## src/rtl/serial_adder_ctrl.sv

```systemverilog
// serial_adder_ctrl: bit-serial add controller driving an external 1-bit full-adder cell.
// Operands are loaded on an accepted start, then one bit pair per cycle is presented
// LSB first on fa_a/fa_b/fa_ci. The cell's fa_s/fa_co are captured back every cycle.
// After WIDTH shift cycles the result is on sum/cout and done pulses for one cycle.
// Optional macro SERIAL_SUB_EN adds a 'sub' input selecting a - b (two's complement).
//
// Handshake: start is a request sampled at a rising edge only in IDLE or DONE; while
// busy is high start is ignored. done is a one-cycle valid strobe for sum/cout, which
// stay stable until the next accepted start.
module serial_adder_ctrl #(
    parameter int WIDTH = 8
) (
    input  logic             clk,
    input  logic             rst,
    input  logic             start,
    input  logic [WIDTH-1:0] a_in,
    input  logic [WIDTH-1:0] b_in,
    input  logic             cin,
`ifdef SERIAL_SUB_EN
    input  logic             sub,
`endif
    output logic             fa_a,
    output logic             fa_b,
    output logic             fa_ci,
    input  logic             fa_s,
    input  logic             fa_co,
    output logic             busy,
    output logic             done,
    output logic [WIDTH-1:0] sum,
    output logic             cout
);

    localparam int CNT_W = (WIDTH > 1) ? $clog2(WIDTH) : 1;

    typedef enum logic [1:0] {
        ST_IDLE  = 2'd0,
        ST_SHIFT = 2'd1,
        ST_DONE  = 2'd2
    } state_t;

    state_t             state;
    state_t             state_next;
    logic [WIDTH-1:0]   a_sh;
    logic [WIDTH-1:0]   b_sh;
    logic               carry;
    logic [CNT_W-1:0]   cnt;
    logic [WIDTH-1:0]   sum_r;
    logic               cout_r;
    logic               load;
    logic               last_bit;
    logic [WIDTH-1:0]   b_load;
    logic               carry_load;

    // Start is honoured only when no operation is in flight.
    assign load     = start && ((state == ST_IDLE) || (state == ST_DONE));
    assign last_bit = (cnt == CNT_W'(WIDTH - 1));

    // Operand B and initial carry as loaded; subtraction inverts B and forces carry-in.
`ifdef SERIAL_SUB_EN
    always_comb begin
        b_load     = sub ? ~b_in : b_in;
        carry_load = sub ? 1'b1 : cin;
    end
`else
    always_comb begin
        b_load     = b_in;
        carry_load = cin;
    end
`endif

    // State register.
    always_ff @(posedge clk) begin
        if (rst) begin
            state <= ST_IDLE;
        end else begin
            state <= state_next;
        end
    end

    // Next-state logic: IDLE -> SHIFT on start, SHIFT for WIDTH cycles, DONE for one.
    always_comb begin
        state_next = state;
        case (state)
            ST_IDLE:  if (start) state_next = ST_SHIFT;
            ST_SHIFT: if (last_bit) state_next = ST_DONE;
            ST_DONE:  state_next = start ? ST_SHIFT : ST_IDLE;
            default:  state_next = ST_IDLE;
        endcase
    end

    // Output decode: full-adder drive is gated to zero outside SHIFT.
    always_comb begin
        busy  = 1'b0;
        done  = 1'b0;
        fa_a  = 1'b0;
        fa_b  = 1'b0;
        fa_ci = 1'b0;
        case (state)
            ST_SHIFT: begin
                busy  = 1'b1;
                fa_a  = a_sh[0];
                fa_b  = b_sh[0];
                fa_ci = carry;
            end
            ST_DONE:  done = 1'b1;
            default:  ;
        endcase
    end

    // Datapath: load operands, then shift one bit per cycle through the external cell.
    always_ff @(posedge clk) begin
        if (rst) begin
            a_sh   <= '0;
            b_sh   <= '0;
            carry  <= 1'b0;
            cnt    <= '0;
            sum_r  <= '0;
            cout_r <= 1'b0;
        end else if (load) begin
            a_sh  <= a_in;
            b_sh  <= b_load;
            carry <= carry_load;
            cnt   <= '0;
        end else if (state == ST_SHIFT) begin
            sum_r <= {fa_s, sum_r[WIDTH-1:1]};
            carry <= fa_co;
            a_sh  <= {1'b0, a_sh[WIDTH-1:1]};
            b_sh  <= {1'b0, b_sh[WIDTH-1:1]};
            cnt   <= cnt + CNT_W'(1);
            // Final carry-out is committed together with the last sum bit.
            if (last_bit) begin
                cout_r <= fa_co;
            end
        end
    end

    assign sum  = sum_r;
    assign cout = cout_r;

endmodule
```

## config.mk

```make
export PLATFORM = sky130hd
export DESIGN_NAME = serial_adder_ctrl
export DESIGN_NICKNAME = d
export VERILOG_FILES = /design/src/rtl/serial_adder_ctrl.sv
export SDC_FILE = /design/constraint.sdc
export NUM_CORES = 1
export LEC_CHECK = 0
export CAP_MARGIN = 20
export CORE_UTILIZATION = 40
export CTS_CLUSTER_DIAMETER = 150
export DETAILED_ROUTE_END_ITERATION = 12
export GPL_TIMING_DRIVEN = 0
export PLACE_DENSITY = 0.71
export SLEW_MARGIN = 5
export SYNTH_ARGS = -nofsm -noshare
export SYNTH_HDL_FRONTEND = slang
export SYNTH_SLANG_ARGS = --single-unit
```

## constraint.sdc

```tcl
create_clock -name clk -period 1.03 [get_ports clk]
set_input_delay 0.1545 -clock clk [delete_from_list [all_inputs] [get_ports clk]]
set_output_delay 0.1545 -clock clk [all_outputs]
set_load 0.05 [all_outputs]
```

==> flow_metrics.py, run 1 <==
metrics = {
    "timing": {
        "max-slew-margin-rel_pct": 64.8,
        "tns_ns": -7.25,
        "final.period_utilization_pct": 138,
        "finalHoldViolCount": 0,
        "fmax_ghz": 0.706,
        "grt_setup_unrepaired": "yes",
        "final.setup.worst_slack_ns": -0.387,
        "tightest_slew_ns": 0.527,
        "fin_skew_ns": 0.00741,
        "fin_crit_ns": 1.42,
        "drv_slew": 0,
        "final-setup-viol-count": 34,
    },
    "setup_path": {
        "cp_num_buf_inv": 3,
        "max_stage_delay_ns": 0.33,
        "endpoint_kind": "output pin",
        "critPathMaxFanout": 6,
        "cp-start-kind": "flip-flop",
        "r2r_slack_ns": -0.27,
        "critPathRequiredTime_ns": 0.88,
        "cp_slowest_cell": "dfxtp_2",
        "path_cells": "nand2b_4 -> inv_8 -> buf_12 -> and2_4 -> buf_8",
        "crit_type": "reg2out",
        "arrival_ns": 1.26,
        "worst_path_dominant_cell_family": "flip-flops",
    },
    "yosys": {
        "yosysUniqueCellTypes": 24,
        "syn_nets": 167,
        "yosys-top-cells-area": "dfxtp_1 (47%), nor3_1 (8.4%), nand2_1 (6.6%)",
        "synth_top_area_share_pct": 47.3,
        "synth_edf_count": 0,
        "netlist_area_um2": 1310,
        "syn_inst": 143,
        "synth_top_area_cell": "dfxtp_1",
        "async_flop_share_pct": 0,
        "avgSynthCellArea_um2": 9.18,
        "synth_seq_cells": 31,
        "synthFlopType": "dfxtp_1",
        "synth_warnings": 0,
        "synth-seq-area-share_pct": 47.3,
    },
    "power_and_ir_drop": {
        "p_total_mw": 2.85,
        "max-vdd-ir-drop_v": 0.000955,
        "p_leak_nw": 0.882,
        "powerDensity_nw_per_um2": 1260,
    },
    "cells_and_area": {
        "antenna_cells": 0,
        "finalInstanceArea_um2": 2260,
        "layout_common_cells": "nand2_1 (23), dfxtp_1 (20), clkdlybuf4s50_1 (20), nor3_2 (15)",
        "drive_gt1_share_pct": 48.0,
        "fin_nets": 222,
        "instances_no_fill": 242,
        "final_common_cell": "nand2_1",
        "syn2layout_area_growth_pct": 72.1,
    },
    "floorplan": {
        "initial_core_util_pct": 42.6,
        "die_area_um2": 3510,
        "io_pins": 36,
        "fp.dieW_um": 59.3,
        "chipHeight_um": 59.3,
        "core_area_um2": 3080,
        "row_count": 20,
    },
    "placed_design": {
        "portBuffers": 35,
        "dp_slack_ns": -0.830,
        "place_congestion": 0.776,
        "placedCellCount": 222,
        "hpwl_um": 2010,
        "placed_area_um2": 1820,
    },
    "grt": {
        "grt_first_pass_wirelength_um": 5310,
        "grt-ovfl-total": 0,
        "grt_max_degree": 11,
        "grt_pass1_vias": 1137,
        "grt_use_total_pct": 21.2,
        "antenna_found_initial": 0,
    },
    "route": {
        "met1_length_um": 1620,
        "wl_per_cell_um": 14.4,
        "drc": 0,
        "drt_wl_total_um": 3480,
        "viasPerCell": 5.12,
        "wl_met2_um": 1640,
        "num_vias": 1238,
        "first_iter_violations": 54,
        "wl_met3_um": 152,
        "ant_nets": 0,
        "top_layer": "met4",
        "drt_pre_antenna_iters": 5,
    },
    "clocking": {
        "htreeDepth": 2,
        "cts.sinks": 31,
        "insertion_delay_ns": 0.33,
        "clkTransAtPathRegs_ns": 0.09,
        "tritoncts": "done",
        "cts_max_path_buffers": 2,
        "root_buffer": "clkbuf_4",
        "numCtsBuffers": 5,
        "cts_hold_buf": 0,
    },
    "status": {
        "violations": "setup timing",
        "outcome": "finished, violations left",
    },
    "hold_path": {
        "min_path_type": "in2reg",
    },
    "job": {
        "maxCapViolCount": 0,
    },
}
==> where the power goes <==
part	total, mW	switching [mW]	internal, mW
logic	0.780	0.340	0.440
clock network	0.740	0.424	0.316
registers	1.33	0.0596	1.27
total	2.85	0.824	2.02
==> area by class of cell <==
type / count / area (um^2)
fill: 214 / 820
multi-input combinational: 98 / 766
sequential: 31 / 642
timing repair buffer: 49 / 567
buffer: 12 / 161
tap: 44 / 55.1
clock buffer: 6 / 51.3
inverter: 1 / 11.3
clock inverter: 1 / 5.00
==> cell families after synthesis <==
| logic type | after synthesis | synth area share, % |
|---|---|---|
| buffers and inverters | 14 | 10.5 |
| AOI/OAI and AO/OA | 27 | 12.7 |
| and+or+nand+nor | 64 | 23.9 |
| adders and majority gates | 2 | 1.91 |
| DFF | 31 | 47.3 |
| xor gates and xnor gates | 1 | 0.667 |
| muxes | 4 | 3.05 |
==> cells in the mapped netlist, types with 2 or more instances <==
cell type,count
nor3_2,3
ha_1,2
and2_1,3
nor3_1,22
nand2b_1,2
dfxtp_1,31
nand3_1,3
nor2_1,5
a22oi_1,2
a21oi_1,11
nand2_1,23
buf_12,2
clkbuf_1,3
o22ai_1,10
buf_4,4
a311oi_1,3
buf_6,4
mux2i_1,4
==> worst reg2reg max path, delay by kind of cell, from the launching register on <==
family,cells,cell delay (ns)
simple gates,3,0.31
flops,1,0.38
buf+inv,3,0.49
==> layer usage <==
layer	vias to the layer above	global-route usage [%]
li1	610	-
met1	587	26.6
met2	35	34.8
met3	6	4.59
met4	0	9.18
met5	-	0
==> metrics by stage <==
| stage | hold WS [ns] | util [%] |
|---|---|---|
| after floorplan | 0.227 | - |
| after global placement | 0.440 | 59.3 |
| after detailed placement | 0.449 | 59.3 |
| after CTS | 0.363 | 67.5 |
| after global routing | 0.388 | 73.4 |
| final | 0.356 | 73.4 |
==> state kept, by name (all words and copies together) (netlist names) <==
register	flops
state	2
cnt	3
a_sh	8
carry	1
b_sh	8
sum	8
cout	1
==> final timing paths <==
path,from,endpoint,cells after the start
worst max register to register,state[0],b_sh[2],6
worst min register to register,sum[6],sum[5],2
worst min-delay path,fa_s,sum[7],3
worst max-delay path,state[1],fa_a,5
==> repair_timing <==
item,CTS,global route
buffers inserted,9,3
pin swaps,2,5
cloned,2,1
resized for setup,117,32
endpoints found under the setup margin,44,40
(Power assumes the default switching activity.)
==> run 2: changes to the inputs <==
--- a/config.mk
+++ b/config.mk
@@ -6,6 +6,7 @@
 export NUM_CORES = 1
 export LEC_CHECK = 0
 export CAP_MARGIN = 20
+export CORE_MARGIN = 8
 export CORE_UTILIZATION = 40
 export CTS_CLUSTER_DIAMETER = 150
 export DETAILED_ROUTE_END_ITERATION = 12
==> run 2 against run 1 <==
The run still ends with setup timing left. Sequential share of layout area down 2.7 points. First-iteration DRC count is 56% higher. Core utilization grew 5.3 points. Combinational power up 25%. Worst setup slack got worse by 0.050 ns. Cell area grew 13%. Critical endpoint is now fa_ci.
==> flow_metrics.py, run 2 (synthesis gave the netlist of run 1 again) <==
metrics = {
    "status": {
        "outcome": "finished, violations left",
        "violations": "setup timing",
    },
    "clocking": {
        "cts_max_path_buffers": 2,
        "cts.sinks": 31,
        "tritoncts": "done",
        "root_buffer": "clkbuf_4",
        "numCtsBuffers": 5,
        "cts_hold_buf": 0,
        "clkTransAtPathRegs_ns": 0.10,
        "htreeDepth": 2,
        "insertion_delay_ns": 0.34,
    },
    "hold_path": {
        "holdPathStages": 3,
        "min_path_type": "in2reg",
    },
    "timing": {
        "tightest_slew_ns": 0.631,
        "finalHoldViolCount": 0,
        "drv_slew": 0,
        "fmax_ghz": 0.682,
        "tns_ns": -9.41,
        "final.period_utilization_pct": 142,
        "max-slew-margin-rel_pct": 57.9,
        "final-setup-viol-count": 35,
        "fin_crit_ns": 1.47,
        "final.setup.worst_slack_ns": -0.437,
        "whs_ns": 0.381,
        "fin_skew_ns": 0.00704,
        "grt_setup_unrepaired": "yes",
    },
    "grt": {
        "grt_use_total_pct": 16.1,
        "antenna_found_initial": 0,
        "grt_first_pass_wirelength_um": 6520,
        "grt_pass1_vias": 1316,
        "grt_max_degree": 11,
        "grt-ovfl-total": 0,
    },
    "floorplan": {
        "row_count": 21,
        "die_area_um2": 5370,
        "chipHeight_um": 73.3,
        "initial_core_util_pct": 40.6,
        "io_pins": 36,
        "fp.dieW_um": 73.3,
        "core_area_um2": 3230,
    },
    "setup_path": {
        "reg2reg_depth": 7,
        "cp-start-kind": "flip-flop",
        "endpoint_kind": "output pin",
        "critPathMaxFanout": 7,
        "arrival_ns": 1.31,
        "crit_type": "reg2out",
        "critPathRequiredTime_ns": 0.88,
    },
    "route": {
        "wl_per_cell_um": 18.9,
        "first_iter_violations": 84,
        "drc": 0,
        "drt_wl_total_um": 4820,
        "viasPerCell": 5.32,
        "num_vias": 1357,
        "ant_nets": 0,
        "drt_pre_antenna_iters": 4,
    },
    "cells_and_area": {
        "drive_gt1_share_pct": 56.0,
        "fin_nets": 232,
        "syn2layout_area_growth_pct": 93.6,
        "antenna_cells": 0,
        "final_common_cell": "clkdlybuf4s50_1",
        "instances_no_fill": 255,
        "layout_common_cells": "clkdlybuf4s50_1 (20), dfxtp_1 (19), nand2_1 (18), buf_4 (12), buf_6 (11)",
        "utilization_pct": 78.6,
    },
    "job": {
        "maxCapViolCount": 0,
    },
    "placed_design": {
        "hpwl_um": 2550,
        "place_congestion": 0.768,
        "portBuffers": 35,
        "placedCellCount": 224,
    },
    "power_and_ir_drop": {
        "powerDensity_nw_per_um2": 1240,
        "p_leak_nw": 0.983,
        "p_total_mw": 3.14,
        "max-vdd-ir-drop_v": 0.00112,
    },
}
==> run 2: timing repair <==
item                       in CTS  in global routing
buffers inserted               13                 12
setup endpoints to repair      44                 40
pin swaps                      12                 18
gates resized for setup       140                 60
gates cloned                    4                  1
==> run 2: layout make-up <==
cell class | count | area (um^2)
Buffer | 9 | 128
Inverter | 1 | 11.3
Tap cell | 46 | 57.6
Fill cell | 187 | 691
Sequential cell | 31 | 653
Timing Repair Buffer | 61 | 738
Multi-Input combinational cell | 99 | 885
Clock buffer | 8 | 68.8
==> run 2: routing by layer <==
metal | up-vias | wire, um | GRT usage (%)
met5 | - | 0 | 0
li1 | 634 | - | -
met3 | 9 | 212 | 3.14
met4 | 0 | 95 | 7.11
met1 | 674 | 1980 | 18.4
met2 | 40 | 2530 | 28.2
==> run 2: worst max-delay path, stage by stage (launching register included) <==
cell	delay, ns
dfxtp_2	0.34
nand2b_4	0.17
inv_8	0.07
buf_12	0.11
and2_4	0.15
buf_8	0.14
==> run 2: through the flow <==
step	setup slack (ns)	cell area, um^2
after floorplan	-0.124	1420
after CTS	-0.417	2260
after global placement	-0.836	1830
final	-0.437	2540
after detailed placement	-0.839	1830
after global routing	-0.478	2540
==> run 2: worst paths after layout <==
kind	start	endpoint	slack, ns
max reg2reg	state[1]	a_sh[3]	-0.38
max	state[1]	fa_ci	-0.44
min reg2reg	a_sh[7]	a_sh[6]	0.48
min	fa_s	sum[7]	0.38
==> run 2: power breakdown <==
group	leakage, nW	switching, mW	total (mW)	internal (mW)
logic	0.683	0.428	0.974	0.547
registers	0.262	0.0751	1.33	1.26
clock network	0.0386	0.434	0.835	0.401
==> run 3: changes to the inputs <==
--- a/config.mk
+++ b/config.mk
@@ -12,6 +12,7 @@
 export DETAILED_ROUTE_END_ITERATION = 12
 export GPL_TIMING_DRIVEN = 0
 export PLACE_DENSITY = 0.71
+export RECOVER_POWER = 100
 export SLEW_MARGIN = 5
 export SYNTH_ARGS = -nofsm -noshare
 export SYNTH_HDL_FRONTEND = slang
==> run 3 against run 2 <==
Cell area about the same. Cell count unchanged. Wire length is essentially flat. Critical endpoint unchanged. Die area stayed put. Power barely moved. Clock skew hardly changed. Flip-flop and latch count unchanged. Sequential share of layout area decreased by 0.073 points. Worst setup slack barely moved. The flow still finishes with violations (setup timing).
==> flow_metrics.py, run 3 (synthesis gave the netlist of run 1 again) <==
metrics = {
    "status": {
        "outcome": "finished, violations left",
        "violations": "setup timing",
    },
    "cells_and_area": {
        "syn2layout_area_growth_pct": 93.4,
        "fillerInstances": 188,
        "drive_gt1_share_pct": 56.0,
        "final_common_cell": "clkdlybuf4s50_1",
        "layout_common_cells": "clkdlybuf4s50_1 (20), dfxtp_1 (19), nand2_1 (18), buf_4 (12), buf_6 (11)",
        "seqCellArea_um2": 651,
        "instances_no_fill": 255,
        "utilization_pct": 78.6,
        "fin_nets": 232,
        "antenna_cells": 0,
        "multi_input_area_um2": 885,
    },
    "setup_path": {
        "cp-start-kind": "flip-flop",
        "critPathMaxFanout": 7,
        "critPathRequiredTime_ns": 0.88,
        "cp_slowest_cell": "dfxtp_2",
        "max_stage_delay_ns": 0.34,
        "arrival_ns": 1.31,
        "crit_type": "reg2out",
        "path_cells": "nand2b_4 -> inv_8 -> buf_12 -> and2_4 -> buf_8",
        "endpoint_kind": "output pin",
        "cp_num_buf_inv": 3,
        "worst_path_dominant_cell_family": "flip-flops",
    },
    "timing": {
        "grt_setup_unrepaired": "yes",
        "tightest_slew_ns": 0.631,
        "fmax_ghz": 0.682,
        "final.setup.worst_slack_ns": -0.437,
        "tns_ns": -9.41,
        "final-setup-viol-count": 35,
        "drv_slew": 0,
        "fin_skew_ns": 0.00700,
        "finalHoldViolCount": 0,
        "final.period_utilization_pct": 142,
        "fin_crit_ns": 1.47,
        "max-slew-margin-rel_pct": 57.9,
    },
    "power_and_ir_drop": {
        "p_leak_nw": 0.983,
        "p_total_mw": 3.15,
        "max-vdd-ir-drop_v": 0.00112,
        "powerDensity_nw_per_um2": 1240,
    },
    "route": {
        "wl_per_cell_um": 18.9,
        "drt_wl_total_um": 4820,
        "drc": 0,
        "num_vias": 1355,
        "drt_pre_antenna_iters": 4,
        "first_iter_violations": 84,
        "ant_nets": 0,
        "viasPerCell": 5.31,
    },
    "floorplan": {
        "chipHeight_um": 73.3,
        "core_area_um2": 3230,
        "io_pins": 36,
        "row_count": 21,
        "initial_core_util_pct": 40.6,
        "fp.dieW_um": 73.3,
        "die_area_um2": 5370,
    },
    "clocking": {
        "htreeDepth": 2,
        "cts_hold_buf": 0,
        "cts_max_path_buffers": 2,
        "tritoncts": "done",
        "numCtsBuffers": 5,
        "cts.sinks": 31,
        "clkTransAtPathRegs_ns": 0.10,
        "root_buffer": "clkbuf_4",
        "insertion_delay_ns": 0.34,
    },
    "placed_design": {
        "place_congestion": 0.768,
        "hpwl_um": 2550,
        "dp_slack_ns": -0.839,
        "placedCellCount": 224,
        "portBuffers": 35,
    },
    "job": {
        "maxCapViolCount": 0,
    },
    "grt": {
        "grt_first_pass_wirelength_um": 6520,
        "grt_use_total_pct": 16.1,
        "grt_max_degree": 11,
        "antenna_found_initial": 0,
        "grt_pass1_vias": 1316,
        "grt-ovfl-total": 0,
    },
    "hold_path": {
        "min_path_type": "in2reg",
    },
}
-- run 3: worst reg2reg max path, stage by stage, from the launching register on --
cell,delay (ns)
dfxtp_2,0.35
nand2b_4,0.16
inv_8,0.04
buf_4,0.13
buf_12,0.14
buf_12,0.14
a22oi_2,0.23
a21oi_1,0.09
-- run 3: what timing repair did --
item | 4_1_cts | 5_1_grt
endpoints found under the setup margin | 44 | 40
buffers inserted | 13 | 12
pin swaps | 12 | 18
resized for setup | 140 | 60
gates cloned | 4 | 1
-- run 3: metal layers --
metal  vias up  GRT usage [%]  wire, um
li1        633              -         -
met1       673           18.4      1980
met2        40           28.2      2530
met3         9           3.14       212
met4         0           7.11        95
met5         -              0         0
-- run 3: path summary, 6_finish.rpt --
check	startpoint	to	slack [ns]	cells after the start
max	state[1]	fa_ci	-0.44	5
min	fa_s	sum[7]	0.38	3
max reg2reg	state[1]	a_sh[3]	-0.38	7
min reg2reg	sum[2]	sum[1]	0.47	2
-- run 3: layout make-up --
class                      instances  share of cell area, %
buffer                             9                   5.03
clock buffer                       8                   2.71
inverter                           1                  0.444
multi-input combinational         99                   34.8
sequential                        31                   25.6
tap                               46                   2.27
timing repair buffer              61                   29.1
-- run 3: where the power goes --
group / switching, mW / internal [mW] / total (mW)
logic: 0.428 / 0.547 / 0.974
clock network: 0.434 / 0.401 / 0.835
registers: 0.0751 / 1.26 / 1.34
-- run 3: stage by stage --
step | hold slack [ns] | area (um^2)
2_1_floorplan | 0.227 | 1420
5_1_grt | 0.386 | 2540
3_3_place_gp | 0.447 | 1830
6_report | 0.381 | 2540
3_5_place_dp | 0.448 | 1830
4_1_cts | 0.386 | 2260
